## config.mk

```make
export PLATFORM = sky130hd
export DESIGN_NAME = e203_exu_wbck_sched
export DESIGN_NICKNAME = d
export VERILOG_FILES = /design/src/rtl/e203_exu_wbck_sched.sv
export SDC_FILE = /design/constraint.sdc
export NUM_CORES = 1
export LEC_CHECK = 0
export ABC_AREA = 1
export CORE_ASPECT_RATIO = 0.7
export CORE_UTILIZATION = 40
export CTS_CLUSTER_SIZE = 25
export DETAILED_ROUTE_END_ITERATION = 8
export GPL_ROUTABILITY_DRIVEN = 0
export HOLD_SLACK_MARGIN = 0.1
export PLACE_DENSITY = 0.79
export SETUP_SLACK_MARGIN = 0.02
export SLEW_MARGIN = 20
export SYNTH_ARGS = -nofsm -noshare
export SYNTH_HDL_FRONTEND = slang
export SYNTH_SLANG_ARGS = --single-unit
```

## constraint.sdc

```tcl
create_clock -name clk -period 2.67 [get_ports clk]
set_input_delay 0.6675 -clock clk [delete_from_list [all_inputs] [get_ports clk]]
set_output_delay 0.6675 -clock clk [all_outputs]
set_load 0.005 [all_outputs]
```

## src/rtl/e203_exu_wbck_sched.sv

```systemverilog
// Write-back arbiter (long pipe over ALU, zero latency) and long-pipe pending scoreboard.
// Backpressure: long pipe always accepted, ALU stalled by a long-pipe write-back, dispatch stalled on RAW/WAW/full.
module e203_exu_wbck_sched #(
    parameter int XLEN      = 32,
    parameter int RFIDX_W   = 5,
    parameter int RFREG_NUM = 32,
    parameter int MAX_OUTST = 4
) (
    input  logic               clk,
    input  logic               rst,

    input  logic               alu_wbck_valid,
    output logic               alu_wbck_ready,
    input  logic [RFIDX_W-1:0] alu_wbck_idx,
    input  logic [XLEN-1:0]    alu_wbck_dat,

    input  logic               longp_wbck_valid,
    output logic               longp_wbck_ready,
    input  logic [RFIDX_W-1:0] longp_wbck_idx,
    input  logic [XLEN-1:0]    longp_wbck_dat,

    output logic               rf_wen,
    output logic [RFIDX_W-1:0] rf_idx,
    output logic [XLEN-1:0]    rf_dat,

    input  logic               disp_valid,
    output logic               disp_ready,
    input  logic               disp_longp,
    input  logic               disp_rs1en,
    input  logic               disp_rs2en,
    input  logic               disp_rdwen,
    input  logic [RFIDX_W-1:0] disp_rs1idx,
    input  logic [RFIDX_W-1:0] disp_rs2idx,
    input  logic [RFIDX_W-1:0] disp_rdidx,

    output logic [3:0]         pend_cnt,
    output logic               longp_empty
);

    localparam int       NIDX    = 2 ** RFIDX_W;
    localparam logic [3:0] CNT_MAX = 4'(MAX_OUTST);

    logic [RFREG_NUM-1:0] pend_q, pend_d;
    logic [3:0]           cnt_q, cnt_d;

    // Index space padded to the full index width so out-of-range indices (RV32E) read as not pending.
    logic [NIDX-1:0]      pend_ext;
    logic [NIDX-1:0]      pend_nx;

    logic raw, waw, full, disp_fire, cnt_inc, cnt_dec, pend_set;

    // Write port: long pipe wins, ALU data is the idle default.
    always_comb begin
        longp_wbck_ready = 1'b1;
        alu_wbck_ready   = ~longp_wbck_valid;
        rf_idx           = alu_wbck_idx;
        rf_dat           = alu_wbck_dat;
        if (longp_wbck_valid) begin
            rf_idx = longp_wbck_idx;
            rf_dat = longp_wbck_dat;
        end
        rf_wen = (longp_wbck_valid | alu_wbck_valid) & (rf_idx != '0);
    end

    always_comb begin
        pend_ext                 = '0;
        pend_ext[RFREG_NUM-1:0]  = pend_q;
        pend_ext[0]              = 1'b0;
    end

    // Hazards use registered state only; a retiring write-back is not bypassed.
    always_comb begin
        raw        = (disp_rs1en & pend_ext[disp_rs1idx]) | (disp_rs2en & pend_ext[disp_rs2idx]);
        waw        = disp_rdwen & pend_ext[disp_rdidx];
        full       = disp_longp & (cnt_q == CNT_MAX);
        disp_ready = ~raw & ~waw & ~full;
        disp_fire  = disp_valid & disp_ready;
    end

    always_comb begin
        cnt_inc  = disp_fire & disp_longp;
        cnt_dec  = longp_wbck_valid & (cnt_q != 4'd0);
        pend_set = cnt_inc & disp_rdwen & (disp_rdidx != '0);
        cnt_d    = cnt_q + {3'b000, cnt_inc} - {3'b000, cnt_dec};

        pend_nx = pend_ext;
        if (longp_wbck_valid) pend_nx[longp_wbck_idx] = 1'b0;
        if (pend_set)         pend_nx[disp_rdidx]     = 1'b1;
        pend_nx[0] = 1'b0;
        pend_d     = pend_nx[RFREG_NUM-1:0];
    end

    always_ff @(posedge clk or posedge rst) begin
        if (rst) begin
            pend_q <= '0;
            cnt_q  <= 4'd0;
        end else begin
            pend_q <= pend_d;
            cnt_q  <= cnt_d;
        end
    end

    assign pend_cnt    = cnt_q;
    assign longp_empty = (cnt_q == 4'd0);

endmodule

```

# Yosys cells after proc, flatten, opt, wreduce, memory -nomap -nowiden
# Cells that the tools add are included.
word_totals:
  regBits: 35
  in_bits: 98
  out_inout_bits: 46
  word_cells: 52
classes:
  magnitude_cmp: 6
  reduce_logical: 6
  n_mux: 14
  n_eq_ne: 1
  bitwise_logic: 21
  n_addsub: 2
ops:
  columns: ["op", "count"]
  rows:
  - ["32-bit 2-to-1 mux", 3]
  - ["32-bit AND", 1]
  - ["32-bit inverter", 1]
  - ["32-bit bitwise OR", 1]
  - ["5-bit by 6-bit less-than comparator with 1-bit output, second input constant", 4]
  - ["1-bit binary-select mux with 5-bit select", 3]
  - ["1-bit AND", 12]
  - ["1-bit demux with 5-bit select", 2]
  - ["5-bit by 1-bit greater-or-equal comparator with 1-bit output, second input constant", 2]
  - ["5-bit nonzero test", 2]
  - ["1-bit 2-to-1 mux", 5]
  - ["5-bit 2-to-1 mux", 1]
  - ["4-bit by 1-bit adder with 4-bit output", 1]
  - ["4-bit by 3-bit equality test with 1-bit output, second input constant", 1]
  - ["4-bit logical NOT", 1]
  - ["1-bit inverter", 4]
  - ["4-bit nonzero test", 1]
  - ["4-bit by 1-bit subtractor with 4-bit output", 1]
  - ["1-bit logical AND", 2]
  - ["1-bit bitwise OR", 2]

# Logic depth before layout (Yosys ltp)
# Gate-level depths: netlist (run 1).
logic_depth:
  depth_word: 12
  ltp_mapped: 22

# Worst setup path before layout (run 1)
# OpenSTA, ideal clock, no wires.
synth_timing:
  path_kind: "input port to flip-flop"
  from: "input port disp_rdidx[0]"
  to: "register cnt_q[2], in the netlist pend_cnt[2]"
  n_path_buf: 3
  setup_time_ps: 123
  setup_slack_ps: -383
  arrival_time_ps: 2931
  t_required_ps: 2547
  path_stages: 20
  cell_sequence: "buf_6 inv_4 buf_6 nor2_1 nand2_1 nand3_1 nand2_1 nand2_1 nor2_1 nand2_1 a21oi_2 nand3_2 nor2_4 buf_6 inv_1 ha_1 inv_1 ha_1 fa_1 xor2_1"
synth_via:
  elab_chain_cells: 10
synth_lines:
  columns: ["element", "line", "source"]
  rows:
  - ["start: declaration", "34", "input logic [RFIDX_W-1:0] disp_rdidx,"]
  - ["1-bit binary-select mux with 5-bit select", "74", "waw = disp_rdwen & pend_ext[disp_rdidx];"]
  - ["1-bit 2-to-1 mux (implied by the code)", "74", null]
  - ["1-bit AND", "74", null]
  - ["1-bit inverter", "76", "disp_ready = ~raw & ~waw & ~full;"]
  - ["1-bit AND (2 in a row)", "76", null]
  - ["1-bit AND", "77", "disp_fire = disp_valid & disp_ready;"]
  - ["1-bit AND", "81", "cnt_inc = disp_fire & disp_longp;"]
  - ["4-bit by 1-bit adder with 4-bit output", "84", "cnt_d = cnt_q + {3'b000, cnt_inc} - {3'b000, cnt_dec};"]
  - ["4-bit by 1-bit subtractor with 4-bit output", "84", null]
  - ["named net cnt_d[2]", "44", "logic [3:0] cnt_q, cnt_d;"]
  - ["end signal: assignment", "99", "cnt_q <= cnt_d;"]
  - ["end: declaration", "44", null]
# The timed path passes the listed nets, and every way through them passes these cells. The select of a mux whose other input is x is not followed.

# Worst setup path after layout (run 1)
# Ends and elaborated chain as after synthesis.

==> metrics, run 1 <==
fin crit share=105.5%; number of global-route vias before repair=4596; post-synth top area cell=nand2_1; Synth area leaders=nand2_1 31%, dfrtp_1 25%, nand3_1 10%; critical path buffer and inverter count=5; max cap viols=0; R2R cell count=17; Hold Vio Cnt, Final=0; critical path depth in cells=20; Worst setup startpoint=disp_rdidx[0]; Req. time, crit path=2.84 ns; pin count of the biggest net entering global routing=36; die area=about 9000 µm²; Core ar.=8108 µm²; syn avg cell area=a little under 6 µm²; RSZ-0062 raised after global routing=true; final core area utilization=69.46%; Crit path max-delay family=simple AND/OR/NAND/NOR gates; Placement Setup Slack=-0.7743 ns; detailed placer's ending HPWL=10.47 mm; Syn Nets=703; TritonCTS Buffers=5; Site Rows=27; GRT overflow=0; Final setup viols=4; area delta synth->final=63.26%; first-pass GRT wire length=22.36 mm; arrival time worst endpoint=roughly 3 ns; CTS tree=done; Final ANT Viol Nets=0; max incr delay on CP=between 0.3 and 0.4 ns; initial core utilization=a little over two fifths; CP Launch Type=input pin; Reg clk slew, reported paths=0.06 ns; layout cells sized above 1=between 10% and 20%; P_leak=0.002805 µW; worst-path cell chain=buf_12 > buf_12 > inv_12 > nand2_1 > nand2_1 > nand2_1 > nand2_1 > nand2_1 > nand2_1 > nor2_1 > nand2_1 > a21oi_4 > nand3_4 > nor2_4 > inv_4 > ha_4 > inv_2 > ha_4 > fa_2 > xor2_1; Fin Clk Skew=0.006544 ns; clk_lat worst skew=0.28 ns; worst-path fanout max=8; Seq. cell area=875.8 µm²; Setup TNS=-0.3557 ns; Root Driver=clkbuf_16; Seq/Total Area, Yosys=between 20% and 30%; Critical Path End Type=register; Clock Sink Count=35; PwrDens=418.1 nW/µm²; layout net count=slightly below 900; min-delay src=pend_q[16]; Hold-fix buffers, CTS=0; Residual DRC=0; reg-to-reg startpoint=pend_q[22]; initial antenna violation count=0; io pins=144; class of the most critical setup path=input pin to register; Die Y=79.70 µm; Port-buffer cells=142; die width=about 110 µm; Slew Viols, Final=0; Yosys top cell area share=30.69%; Final min period=about 2.8 ns; Worst Hold Margin=0.5881 ns; failing checks=setup timing; Crit-path slowest cell=fa_2; area of the multi-input gates=roughly 2400 µm²; Peak VDD IR=0.3983 mV; Synth Cell Area=between 3000 and 4000 µm²; CTS Buffer Depth=2; fillers=659; final WL=around 14 mm; first drt pass iteration count=5; FMAX=355.1 MHz; flops & latches, synth=35; Hold Path Depth=2; post-DR wirelength/cell=around 16 µm; Synth Warn #=0; status=complete, but fails checks; antenna cells=0; Power Total=between 2000 and 2500 µW; Overall Global Routing Usage=31.78%; synthesized instance count=about 600; routed vias=4752; DR iter-0 viols=462; Synth cell types=29; Hold Crit Class=register to register; htree depth=2; final worst slack=-0.1463 ns; vias per cell=5.443; Crit path top cell by count=nand2_1
[registers in the layout, indices dropped and copies added (netlist names)]
name,cells
pend_q,31
pend_cnt,4
[through the flow]
step                std cells  area, µm²
detailed placement        859       5266
floorplan                 598       3530
CTS                       873       5592
global route              873       5632
global placement          859       5266
finish                    873       5632
[placed cells by master, fill, tap and decap left out, drive strengths merged]
cell type and n:
nor2 48, clkbuf 8, fa 1, nand3 90, o21ai 43, nand2 282, clkdlybuf4s50 126, clkinv 3
xnor2 1, xor2 1, dlymetal6s2s 2, a21oi 4, clkinvlp 1, dlygate4sd2 6, clkdlybuf4s15 2, conb 1
buf 53, o211ai 1, nor3 8, nand3b 1, or2 2, dfrtp 35, a31oi 1, inv 44
nor3b 1, ha 6, nor4 1
[synthesized netlist by cell type (all sizes together)]
master,n
nand2,282
nand3,90
nor2,48
inv,43
o21ai,43
dfrtp,35
buf,19
clkbuf,8
nor3,8
ha,6
a21oi,4
or2,2
a31oi,1
clkinv,1
conb,1
fa,1
nand3b,1
nor3b,1
nor4,1
o211ai,1
xnor2,1
xor2,1
[power breakdown]
group / internal [µW] / leakage (µW) / total (µW) / switching [µW]
registers: 614 / 0.000470 / 747 / 132
clock network: 344 / 0.0000669 / 570 / 225
logic: 551 / 0.00227 / 1040 / 488
total: 1510 / 0.00281 / 2350 / 845
[worst paths after layout]
path	endpoint	slack, ns
hold reg to reg	pend_q[16]	0.59
hold / removal	pend_q[16]	0.59
setup reg to reg	pend_cnt[2]	0
setup / recovery	pend_cnt[2]	-0.15
min in group asynchronous	pend_cnt[1]	0.79
max in group asynchronous	pend_q[29]	1.55
[cell families after synthesis]
| logic type | synth area share [%] |
|---|---|
| other cells | 0.1087 |
| flops | 25.39 |
| xor+xnor | 0.5079 |
| compound gates | 7.327 |
| simple gates | 54.23 |
| buf+inv | 9.684 |
| fa+ha+maj | 2.757 |
[cell type report]
| cell class | count | area share [%] |
|---|---|---|
| clock buffer | 6 | 2.288 |
| clock inverter | 2 | 0.2222 |
| inverter | 44 | 3.310 |
| multi-input combinational | 492 | 42.50 |
| sequential | 35 | 15.55 |
| tap | 101 | 2.244 |
| timing repair buffer | 191 | 33.64 |
| timing repair inverter | 2 | 0.2444 |
[metal layers]
layer | part of all wire [%] | routed length [µm] | global-route usage, % | vias to the layer above
li1 | - | - | - | 2244
met1 | 39 | 5483 | 39.06 | 2115
met2 | 45 | 6356 | 51.98 | 333
met3 | 13 | 1841 | 11.39 | 60
met4 | 3.4 | 477 | 10.53 | 0
met5 | 0 | 0 | 0 | -
[worst min-delay path, stage by stage (launching register included)]
cell	delay [ns]
dfrtp_1	0.38
o21ai_0	0.11
nand2_1	0.07
[timing repair]
item,4_1_cts,5_1_grt
pin swaps,22,12
endpoints found under the setup margin,75,42
gates resized for setup,76,18
buffers inserted,1,0
endpoints found under the hold margin,0,0
gates cloned,5,0
(Power assumes the default switching activity.)
==> run 2: changes to the inputs <==
--- a/config.mk
+++ b/config.mk
@@ -8,11 +8,12 @@
 export ABC_AREA = 1
 export CORE_ASPECT_RATIO = 0.7
 export CORE_UTILIZATION = 40
+export CTS_BUF_LIST = sky130_fd_sc_hd__clkbuf_16
 export CTS_CLUSTER_SIZE = 25
 export DETAILED_ROUTE_END_ITERATION = 8
 export GPL_ROUTABILITY_DRIVEN = 0
 export HOLD_SLACK_MARGIN = 0.1
-export PLACE_DENSITY = 0.79
+export PLACE_DENSITY_LB_ADDON = 0.25
 export SETUP_SLACK_MARGIN = 0.02
 export SLEW_MARGIN = 20
 export SYNTH_ARGS = -nofsm -noshare
==> metrics, run 2 (synthesis gave the netlist of run 1 again) <==
CP Capture Point=pend_cnt[2] (unchanged); final WL=13.49 mm (was 14.16 mm); io pins=144 (unchanged); CTS tree=done (unchanged); P_int=1620 µW (was 1509 µW); htree depth=2 (unchanged); fin crit share=106.5% (was 105.5%); switching share of power=34.18% (was 35.90%); R2R cell count=15 (was 17); antenna cells=0 (unchanged); Peak VDD IR=0.4976 mV (was 0.3983 mV); Worst setup startpoint=disp_rdidx[3] (was disp_rdidx[0]); first drt pass iteration count=5 (unchanged); number of global-route vias before repair=4643 (was 4596); Req. time, crit path=2.84 ns (about the same); CTS Buffer Depth=2 (unchanged); P_leak=0.002829 µW (was 0.002805 µW); fillers=658 (was 659); metal3 WL=1.788 mm (was 1.841 mm); Switch Pwr=841.4 µW (was 845.3 µW); commonest non-fill, non-tap cells in the layout=279 x nand2_1, 124 x clkdlybuf4s50_1, 67 x nand3_1 (was 275 x nand2_1, 126 x clkdlybuf4s50_1, 67 x nand3_1); Final ANT Viol Nets=0 (unchanged); routed vias=4700 (was 4752); max cap viols=0 (unchanged); class of the most critical setup path=input pin to register (unchanged); Critical Path End Type=register (unchanged); Largest register FFs=31 (unchanged); commonest non-fill, non-tap cell in the layout=nand2_1 (unchanged); initial antenna violation count=0 (unchanged); Fin Clk Skew=0.006391 ns (was 0.006544 ns); area delta synth->final=64.24% (was 63.26%); DRT met1 WL=5.360 mm (was 5.483 mm); Residual DRC=0 (unchanged); Site Rows=27 (unchanged); die area=9005 µm² (unchanged); CP Launch Type=input pin (unchanged); die width=113.0 µm (unchanged); Overall Global Routing Usage=30.86% (was 31.78%); clk_lat worst skew=0.29 ns (was 0.28 ns); layout cells sized above 1=16.82% (was 16.84%); Final setup viols=3 (was 4); Die Y=79.70 µm (unchanged); final worst slack=-0.1729 ns (was -0.1463 ns); layout net count=877 (was 876); Worst Hold Margin=0.5820 ns (was 0.5881 ns); Slew Viols, Final=0 (unchanged); Hold-fix buffers, CTS=0 (unchanged); initial core utilization=42.55% (unchanged); RSZ-0062 raised after global routing=true (unchanged); Clock Sink Count=35 (unchanged); highest metal used=met4 (unchanged); R2R setup slack=0.02 ns (was 0 ns); FMAX=351.8 MHz (was 355.1 MHz); reg-to-reg startpoint=pend_q[28] (was pend_q[22]); Final Non-Filler Cells=874 (was 873); Port-buffer cells=142 (unchanged); PwrDens=434.5 nW/µm² (was 418.1 nW/µm²); reg2reg end=pend_cnt[2] (unchanged); power share of the clock group=27.5% (was 24.2%); met2 WL=6.104 mm (was 6.356 mm); first-pass GRT wire length=21.87 mm (was 22.36 mm); worst-path fanout max=5 (was 8); Reg clk slew, reported paths=0.06 ns (about the same); status=complete, but fails checks (unchanged); Core ar.=8108 µm² (unchanged); Root Driver=clkbuf_16 (unchanged); DR iter-0 viols=580 (was 462); Final min period=2.843 ns (was 2.816 ns); sequential share of power=29.5% (was 31.7%); Hold Crit Class=register to register (unchanged); TritonCTS Buffers=5 (unchanged); placed insts=853 (was 859); GRT overflow=0 (unchanged); arrival time worst endpoint=3.01 ns (was 2.99 ns); detailed placer's ending HPWL=9.858 mm (was 10.47 mm); Gate power share=42.9% (was 44.1%); pin count of the biggest net entering global routing=36 (unchanged); post-DR wirelength/cell=15.44 µm (was 16.22 µm); failing checks=setup timing (unchanged); final core area utilization=69.88% (was 69.46%); Power Total=2462 µW (was 2355 µW); Hold Vio Cnt, Final=0 (unchanged); vias per cell=5.378 (was 5.443); Top reg by flops=pend_q (unchanged)
-- run 2: changes by cell type in the layout (fill, tap and decap cells not counted), moves of 3 or more --
cell and change:
buf_6 +3, inv_1 -5, inv_2 +4, nand2_1 +4, nand2_2 -3, nor2_1 +3
nor2_2 -3, o21ai_0 +3, o21ai_1 -3
-- run 2: worst min path at each step --
stage,from,end,slack (ns),depth (start not counted)
2_1_floorplan,pend_q[3],pend_q[3],0.49,2
3_3_place_gp,pend_q[3],pend_q[3],0.54,2
3_5_place_dp,pend_q[3],pend_q[3],0.56,2
4_1_cts,pend_q[3],pend_q[3],0.57,2
5_1_grt,pend_q[27],pend_q[27],0.63,2
6_report,pend_q[3],pend_q[3],0.58,2
-- run 2: cell type report --
cell class,instances,area (µm²),area share (%)
Multi-Input combinational cell,492,2369,41.81
Timing Repair Buffer,194,1939,34.23
Sequential cell,35,875.8,15.46
Inverter,44,186.4,3.291
Tap cell,101,126.4,2.231
Clock buffer,5,125.1,2.208
Clock inverter,3,43.79,0.7730
-- run 2: power by group through the flow --
stage / logic (µW) / registers, µW / clock network, µW
3_5_place_dp: 983 / 728 / 0
4_1_cts: 1040 / 719 / 680
3_3_place_gp: 944 / 725 / 0
5_1_grt: 1170 / 734 / 704
2_1_floorplan: 510 / 689 / 0
6_report: 1060 / 727 / 678
-- run 2: routing by layer --
| metal | track usage [%] | vias to the layer above |
|---|---|---|
| li1 | - | 2238 |
| met1 | 39.74 | 2109 |
| met2 | 51.05 | 323 |
| met3 | 7.897 | 30 |
| met4 | 9.474 | 0 |
| met5 | 0 | - |
-- run 2: what timing repair did --
item                                   in CTS  in global routing
gates cloned                                2                  1
gates resized for setup                    70                 27
pin swaps                                  16                  8
setup buffers                               7                  3
endpoints found under the hold margin       0                  0
setup endpoints to repair                  75                 32
-- run 2: critical path: stages --
cell	delay (ns)
clkdlybuf4s15_1	0.32
inv_2	0.18
nor3_2	0.07
nand2_1	0.09
nand2_1	0.06
nor2_1	0.09
nand2_1	0.08
a21oi_2	0.13
nand3_2	0.10
buf_6	0.13
nor2_4	0.13
inv_4	0.05
ha_4	0.26
inv_2	0.03
ha_4	0.15
fa_2	0.33
xor2_1	0.14
-- run 2: stage by stage --
stage / setup WS [ns] / area [µm²] / TNS (ns)
3_5_place_dp: -0.7652 / 5234 / -25.23
5_1_grt: -0.2909 / 5665 / -0.8430
3_3_place_gp: -0.6762 / 5234 / -20.78
6_report: -0.1729 / 5665 / -0.4931
2_1_floorplan: -0.2959 / 3530 / -0.6291
4_1_cts: -0.1411 / 5585 / -0.4645
